[src/rtl/btb_update_ctrl_pkg.sv]
// BTB update-path types shared by btb_update_ctrl and btb_upd_fifo.
// Carries the rv32i_types additions: BTB geometry, update entry and scheduler states.
package btb_update_ctrl_pkg;
    localparam int BTB_DEPTH     = 32;
    localparam int IDXW          = $clog2(BTB_DEPTH);
    localparam int BTB_UPD_DEPTH = 4;

    typedef struct packed {
        logic [IDXW-1:0] idx;
        logic [31:0]     pc;
    } btb_upd_t;

    typedef enum logic [1:0] {
        S_EMPTY,
        S_DRAIN,
        S_HOLD
    } btb_upd_state_t;
endpackage

[src/rtl/btb_upd_fifo.sv]
// In-order update queue: up to two enqueues and one pop per cycle.
// With BTB_UPD_COALESCE_EN defined, an enqueue hitting a live entry's idx rewrites its pc in place.
module btb_upd_fifo
    import btb_update_ctrl_pkg::*;
#(
    parameter int  DEPTH = BTB_UPD_DEPTH,
    localparam int PW    = $clog2(DEPTH),
    localparam int CW    = PW + 1
) (
    input  logic          i_clk,
    input  logic          i_rst_n,
    input  logic          i_pop,
    input  logic          i_acc0,
    input  logic          i_acc1,
    input  btb_upd_t      i_ent0,
    input  btb_upd_t      i_ent1,
    output btb_upd_t      o_head,
    output logic [CW-1:0] o_count,
    output logic [CW-1:0] o_count_nxt
);
    btb_upd_t      r_mem [DEPTH];
    logic [PW-1:0] r_head;
    logic [PW-1:0] r_tail;
    logic [CW-1:0] r_count;

    logic          w_push0;
    logic          w_push1;
    logic          w_ow0;
    logic          w_ow1;
    logic [PW-1:0] w_wa0;
    logic [PW-1:0] w_wa1;

`ifdef BTB_UPD_COALESCE_EN
    logic [DEPTH-1:0] w_live;
    logic             w_hit0;
    logic             w_hit1;
    logic             w_same;
    logic [PW-1:0]    w_loc0;
    logic [PW-1:0]    w_loc1;

    // The head that pops this cycle is not a merge target.
    for (genvar j = 0; j < DEPTH; j++) begin : g_live
        logic [PW-1:0] w_off;
        assign w_off     = PW'(j) - r_head;
        assign w_live[j] = ({1'b0, w_off} < r_count) && !(i_pop && (PW'(j) == r_head));
    end

    always_comb begin
        w_hit0 = 1'b0;
        w_hit1 = 1'b0;
        w_loc0 = '0;
        w_loc1 = '0;
        for (int j = 0; j < DEPTH; j++) begin
            if (w_live[j] && (r_mem[j].idx == i_ent0.idx)) begin
                w_hit0 = 1'b1;
                w_loc0 = PW'(j);
            end
            if (w_live[j] && (r_mem[j].idx == i_ent1.idx)) begin
                w_hit1 = 1'b1;
                w_loc1 = PW'(j);
            end
        end
    end

    assign w_same  = i_acc0 && i_acc1 && (i_ent0.idx == i_ent1.idx);
    assign w_push0 = i_acc0 && !w_hit0;
    assign w_push1 = i_acc1 && !w_hit1 && !w_same;
    assign w_ow0   = w_hit0;
    assign w_ow1   = w_hit1 || w_same;
    assign w_wa0   = w_hit0 ? w_loc0 : r_tail;
    assign w_wa1   = w_same ? w_wa0 : (w_hit1 ? w_loc1 : r_tail + PW'(w_push0));
`else
    assign w_push0 = i_acc0;
    assign w_push1 = i_acc1;
    assign w_ow0   = 1'b0;
    assign w_ow1   = 1'b0;
    assign w_wa0   = r_tail;
    assign w_wa1   = r_tail + PW'(w_push0);
`endif

    assign o_count_nxt = r_count + CW'(w_push0) + CW'(w_push1) - CW'(i_pop);
    assign o_count     = r_count;
    assign o_head      = (r_count != '0) ? r_mem[r_head] : '0;

    always_ff @(posedge i_clk) begin
        if (!i_rst_n) begin
            r_head  <= '0;
            r_tail  <= '0;
            r_count <= '0;
        end else begin
            r_head  <= r_head + PW'(i_pop);
            r_tail  <= r_tail + PW'(w_push0) + PW'(w_push1);
            r_count <= o_count_nxt;
        end
    end

    // req1 is written after req0 so it wins when both land on one slot.
    always_ff @(posedge i_clk) begin
        if (i_rst_n) begin
            if (i_acc0) begin
                if (w_ow0) r_mem[w_wa0].pc <= i_ent0.pc;
                else       r_mem[w_wa0]    <= i_ent0;
            end
            if (i_acc1) begin
                if (w_ow1) r_mem[w_wa1].pc <= i_ent1.pc;
                else       r_mem[w_wa1]    <= i_ent1;
            end
        end
    end
endmodule

[src/rtl/btb_update_ctrl.sv]
// BTB write-port scheduler: arbitrates two resolve-side requesters into a queue, drains one write per cycle.
// Optional BTB_UPD_COALESCE_EN merges requests to an already-queued idx (handled in btb_upd_fifo).
//   state   | meaning
//   S_EMPTY | queue empty, write port idle
//   S_DRAIN | entries queued, one write per cycle
//   S_HOLD  | entries queued, write port held off by wr_hold
module btb_update_ctrl
    import btb_update_ctrl_pkg::*;
#(
    parameter int  UPD_DEPTH = BTB_UPD_DEPTH,
    localparam int CW        = $clog2(UPD_DEPTH) + 1
) (
    input  logic            i_clk,
    input  logic            i_rst_n,
    input  logic [1:0]      i_req_valid,
    input  logic [IDXW-1:0] i_req_idx [2],
    input  logic [31:0]     i_req_pc  [2],
    output logic [1:0]      o_req_ready,
    input  logic            i_wr_hold,
    output logic            o_pc_next_misprediction,
    output logic [IDXW-1:0] o_btb_write_idx,
    output logic [31:0]     o_btb_write_pc,
    output logic [CW-1:0]   o_upd_count,
    output logic [15:0]     o_upd_drop_cnt
);
    btb_upd_state_t r_state;
    logic           r_rr_prio;
    logic [15:0]    r_drop_cnt;

    logic [CW-1:0]  w_count;
    logic [CW-1:0]  w_count_nxt;
    logic [CW-1:0]  w_free;
    logic [1:0]     w_acc;
    logic           w_pop;
    logic           w_contend;
    btb_upd_t       w_ent0;
    btb_upd_t       w_ent1;
    btb_upd_t       w_head;

    assign w_ent0 = '{idx: i_req_idx[0], pc: i_req_pc[0]};
    assign w_ent1 = '{idx: i_req_idx[1], pc: i_req_pc[1]};

    // Space is judged on registered count only; a same-cycle pop frees nothing.
    assign w_free = CW'(UPD_DEPTH) - w_count;

    always_comb begin
        o_req_ready = 2'b00;
        w_contend   = 1'b0;
        if (w_free >= CW'(2)) begin
            o_req_ready = 2'b11;
        end else if (w_free == CW'(1)) begin
            if (&i_req_valid) begin
                w_contend   = 1'b1;
                o_req_ready = r_rr_prio ? 2'b10 : 2'b01;
            end else begin
                o_req_ready = 2'b11;
            end
        end
    end

    assign w_acc = i_req_valid & o_req_ready;
    assign w_pop = (w_count != '0) && !i_wr_hold && i_rst_n;

    btb_upd_fifo #(.DEPTH(UPD_DEPTH)) u_fifo (
        .i_clk       (i_clk),
        .i_rst_n     (i_rst_n),
        .i_pop       (w_pop),
        .i_acc0      (w_acc[0]),
        .i_acc1      (w_acc[1]),
        .i_ent0      (w_ent0),
        .i_ent1      (w_ent1),
        .o_head      (w_head),
        .o_count     (w_count),
        .o_count_nxt (w_count_nxt)
    );

    assign o_pc_next_misprediction = w_pop;
    assign o_btb_write_idx         = w_head.idx;
    assign o_btb_write_pc          = w_head.pc;
    assign o_upd_count             = w_count;
    assign o_upd_drop_cnt          = r_drop_cnt;

    always_ff @(posedge i_clk) begin
        if (!i_rst_n) begin
            r_state    <= S_EMPTY;
            r_rr_prio  <= 1'b0;
            r_drop_cnt <= '0;
        end else begin
            if (w_contend) r_rr_prio <= ~r_rr_prio;
            if (|(i_req_valid & ~o_req_ready) && (r_drop_cnt != 16'hFFFF))
                r_drop_cnt <= r_drop_cnt + 16'd1;
            case (r_state)
                S_EMPTY: if (|w_acc) r_state <= S_DRAIN;
                S_DRAIN: begin
                    if (w_count_nxt == '0) r_state <= S_EMPTY;
                    else if (i_wr_hold)    r_state <= S_HOLD;
                end
                S_HOLD: begin
                    if (!i_wr_hold) r_state <= (w_count_nxt == '0) ? S_EMPTY : S_DRAIN;
                end
                default: r_state <= S_EMPTY;
            endcase
        end
    end
endmodule

[config.mk]
export PLATFORM = sky130hd
export DESIGN_NAME = btb_update_ctrl
export DESIGN_NICKNAME = d
export VERILOG_FILES = /design/src/rtl/btb_update_ctrl_pkg.sv /design/src/rtl/btb_upd_fifo.sv /design/src/rtl/btb_update_ctrl.sv
export SDC_FILE = /design/constraint.sdc
export NUM_CORES = 1
export LEC_CHECK = 0
export BUFFER_PORTS_ARGS = -buffer_cell sky130_fd_sc_hd__clkbuf_2
export CAP_MARGIN = 0
export CORE_MARGIN = 4
export CORE_UTILIZATION = 44
export CTS_CLUSTER_DIAMETER = 50
export DETAILED_ROUTE_END_ITERATION = 10
export GPL_TIMING_DRIVEN = 0
export HOLD_SLACK_MARGIN = 0.05
export RECOVER_POWER = 25
export SLEW_MARGIN = 20
export SYNTH_ARGS = -nofsm -noshare
export SYNTH_HDL_FRONTEND = slang
export SYNTH_SLANG_ARGS = --single-unit
[constraint.sdc]
create_clock -name i_clk -period 10 [get_ports i_clk]
set_input_delay 1.5 -clock i_clk [delete_from_list [all_inputs] [get_ports i_clk]]
set_output_delay 1.5 -clock i_clk [all_outputs]
set_load 0.01 [all_outputs]
-- Word-level counts from Yosys, hierarchy flattened
Memories as Yosys holds them, arrays and structs flattened. A register that Yosys moved wholly into a read port is not among the register bits.
Index checks and enable logic that the tools add are counted.
- flip-flop bits (word level): 24
- memory bits (writable): 148
- input port bits: 79
- output and inout port bits: 59
- memories kept: 1
- $add $sub $neg: 8
- $lt $le $gt $ge: 1
- equal/unequal tests: 2
- multiplexer cells: 15
- bitwise operators: 4
- reduce and logical (&&, ||, !) cells: 7
- memories (name ; words ; width ; read ports ; clocked after memory_dff ; write ports ; RTL line ; source):
    u_fifo.r_mem ; 4 ; 37 ; 1 ; 1 ; 2 ; btb_upd_fifo.sv:21 ; btb_upd_t r_mem [DEPTH];
- operator list (cell ; count):
    37-bit 2-to-1 mux ; 1
    16-bit by 1-bit adder with 16-bit output (second input constant) ; 1
    16-bit inequality test (second input constant) ; 1
    2-bit 2-to-1 mux ; 5
    1-bit 2-to-1 mux ; 9
    2-bit by 1-bit adder with 2-bit output ; 3
    3-bit by 1-bit adder with 3-bit output ; 2
    2-bit AND ; 2
    3-bit by 1-bit == test with 1-bit output (second input constant) ; 1
    3-bit by 2-bit greater-or-equal comparator with 1-bit output (second input constant) ; 1
    1-bit logical AND ; 3
    3-bit nonzero test ; 1
    3-bit by 1-bit subtractor with 3-bit output ; 1
    3-bit subtractor (first input constant) ; 1
    2-bit inverter ; 1
    2-bit AND reduction ; 1
    2-bit OR reduction ; 1
    1-bit zero test ; 1
    1-bit inverter ; 1

-- Logic depth before layout (Yosys ltp)
- depth in word-level cells: 8
- gate-level depth with buffers: 14
- depth with buffers taken out: 13

-- Cells and area by module
From an unflattened synthesis, not the netlist that was laid out.
- cell total of the unflattened synthesis: 559
- area, all modules: 8831.0 µm²
- by module, submodules not included (module ; times used ; cells each ; area each (µm²) ; seq. area each (µm²)):
    btb_upd_fifo ; 1 ; 440 ; 7865.0 ; 4584.4
    btb_update_ctrl ; 1 ; 119 ; 965.9 ; 340.3

-- Least setup slack after synthesis
No wires, ideal clock.
- path type: input to register
- start point: input port i_req_valid[1]
- end point: memory u_fifo.r_mem[3][0] (netlist name), enable pin
- setup time: 0.483 ns
- arrival: 4.530 ns
- required time: 9.517 ns
- path slack: 4.988 ns
- stages: 4
- buffers on the path: 0
- cells stage by stage: a21oi_1 o21a_1 nand3_1 o21ai_0
- RTL lines (element ; RTL line ; source):
    from (decl) ; btb_update_ctrl.sv:15 ; input logic [1:0] i_req_valid,
    to (decl) ; btb_upd_fifo.sv:21 ;

==> out/results.txt <==
routed len/inst: 20.80 µm
WL final: 20.86 mm
Synth-to-Final Area Change: 18.84%
violated checks: capacitance limit, slew limit
Core Rows: 52
Die ar.: 23250 µm²
filler cell count: 1708
cell accounting for the most synthesized area: edfxtp_1
DP HPWL: 14.29 mm
Max transition margin: -13.43%
synthesized net count: 647
core area: 20360 µm²
fin cells: 1003
P per Cell Area: 237.8 nW/µm²
post-route ant nets: 0
initial antenna violation count: 2
clk sink count: 172
Max clock buf depth: 2
Worst Tran Pin Value: 1.684 ns
slowest stage delay, CP: 0.86 ns
TNS Setup: 0 ns
Nets: 810
GP Congestion: 0.7408
Arrival @ worst endpoint: 5.23 ns
worst path bufs/invs: 4
Starting Density: 45.10%
CTS tree: built
crit-path most repeated cell: clkbuf_1
Crit-path slowest cell: o21ai_0
critical path class: in2reg
CTS Hold Bufs: 0
global-route wire length before repair: 32.35 mm
clock slew at reported path FFs: 0.06 ns
Initial DRC Count: 262
sequential fraction of the synthesis area: 53.62%
Synth Warn #: 0
post-synthesis mux area share: 30.43%
largest family of logic cells by synthesized area: multiplexers
Synth Area in Adders: 1.771%
element type at the critical path start: input pin
register area: 4925 µm²
PostCTS Resize Cnt: 0
Critical Path End Type: flip-flop
share of cells above drive strength 1: 48.70%
DRC viols: 0
period utilisation layout: 50.53%
largest net degree at the start of global routing: 18
Min-Delay Path Class: reg2reg
Yosys reg bits: 172
fin crit period: 5.053 ns
top cells by area, synth: edfxtp_1 48%, mux2_4 12%, mux4_2 9.1%
ANT cells: 0
Vias: 5346
Final Max Slew Viols: 5
Hold Violations, Final: 0
commonest non-fill, non-tap cell in the layout: edfxtp_1
Post-synth EDFFs: 148
Clock H-tree levels: 4
vias in the first global route: 5820
Port Buf Inserts: 136
unrepaired setup endpoints after global routing: no
Crit Path Max Fanout: 17
peak supply drop: 0.1152 mV
Pre-Repair DR Iteration Count: 5
Crit path required time: 10.17 ns
XOR/XNOR share of the synthesized area: 1.335%
post-CTS setup buffers: 0
CP top delay family: buffers and inverters
CP cell instances: clkbuf_1 -> a21oi_1 -> o21a_1 -> ha_1 -> xnor2_1 -> nand4_4 -> clkbuf_1 -> clkbuf_1 -> o21ai_0 -> buf_16
multi-input logic area: 3897 µm²
simple-gate share of the synthesized area: 7.138%
prevailing post-synth register cell: edfxtp_1
Yosys top cell area share: 48.39%
Horiz. Die Dim: 152.5 µm
most frequent cells in the layout: 148 x edfxtp_1, 116 x clkbuf_2, 71 x mux2_4, 70 x mux2_2, 39 x clkbuf_1
CTS Buf Count: 17
Synth Cell Area: 9185 µm²
status: complete, but fails checks
Setup-failing EPs final: 0
total grt overflow: 0
complex-gate fraction of the synthesized area: 1.662%
MaxCap Viol Count: 1
Clock Latency Late Sink: 0.43 ns
vias per cell: 5.330
leak pwr: 4.149 nW
syn avg cell area: 16.49 µm²
# placed instances: 971
Yosys cell types: 46
fmax: 197.9 MHz
DIE HEIGHT: 152.5 µm
Gate Count Post-Synth: 557
gr usage total: 18.16%
asr flop ratio synth: 0%
clk_skew: 0.008317 ns
Root Driver: clkbuf_16
Power, Total: 2.596 mW
IO Count: 138
-- per-layer routing --
layer | GRT usage, % | share of wire [%]
met5 | 0 | 0.13
met4 | 5.643 | 1.3
met3 | 4.147 | 4.9
met2 | 32.03 | 52
met1 | 22.26 | 41
-- per-stage QoR --
stage	hold slack, ns	setup WS [ns]	instance area [µm²]	util [%]
2_1_floorplan	0.5043	4.988	9185	-
3_3_place_gp	0.4758	2.040	10200	50.10
3_5_place_dp	0.4908	5.610	10470	51.41
4_1_cts	0.5004	5.609	11060	54.30
5_1_grt	0.5457	4.716	10920	53.60
6_report	0.4993	4.947	10920	53.60
-- cell type report --
class,instances,share of cell area (%)
repair buffers,144,8.024
well taps,270,3.095
clock buffers,18,3.932
multi-input cells,341,35.71
plain buffers,32,2.247
inverters,12,0.4127
clock inverters,14,1.467
flip-flops and latches,172,45.12
-- tightest hold or removal path: cells and delay by family (launching register included) --
family / cells / cell delay (ns)
flip-flops: 1 / 0.33
AO/OA/AOI/OAI: 2 / 0.12
-- cells by family after synthesis --
kind of cell             after synthesis
AO/OA/AOI/OAI                         26
XOR/XNOR                              14
adder cells (fa/ha/maj)               12
buffers and inverters                 44
flip-flops                           172
multiplexers                         186
AND/OR/NAND/NOR                      103
-- power by group --
part / internal (mW) / switching [mW]
sequential: 0.954 / 0.0374
combinational: 0.446 / 0.492
clock: 0.375 / 0.293
total: 1.77 / 0.822
-- cell usage after synthesis (all sizes together), types with 8 or more instances --
library cell / n
nor2b: 37
clkbuf: 10
nand4: 11
nor2: 17
o21ai: 11
xnor2: 8
ha: 9
dfxtp: 24
mux4: 37
edfxtp: 148
a21oi: 8
buf: 22
nand3: 9
mux2: 148
inv: 12
-- worst paths after layout --
path         slack (ns)               start  depth (start not counted)            endpoint
max                4.95      i_req_valid[1]                         10  u_fifo.r_mem[1][3]
min                0.50  o_upd_drop_cnt[15]                          2  o_upd_drop_cnt[15]
min reg2reg        0.50  o_upd_drop_cnt[15]                          2  o_upd_drop_cnt[15]
max reg2reg        5.08   u_fifo.o_count[1]                         13  u_fifo.r_mem[1][3]
-- sequential cells by signal (all words and copies together) (netlist names) --
signal / cells
u_fifo.r_mem: 148
u_fifo.o_count: 3
r_rr_prio: 1
u_fifo.r_head: 2
o_upd_drop_cnt: 16
u_fifo.r_tail: 2
No activity file was read; power rests on OpenSTA's default activity.
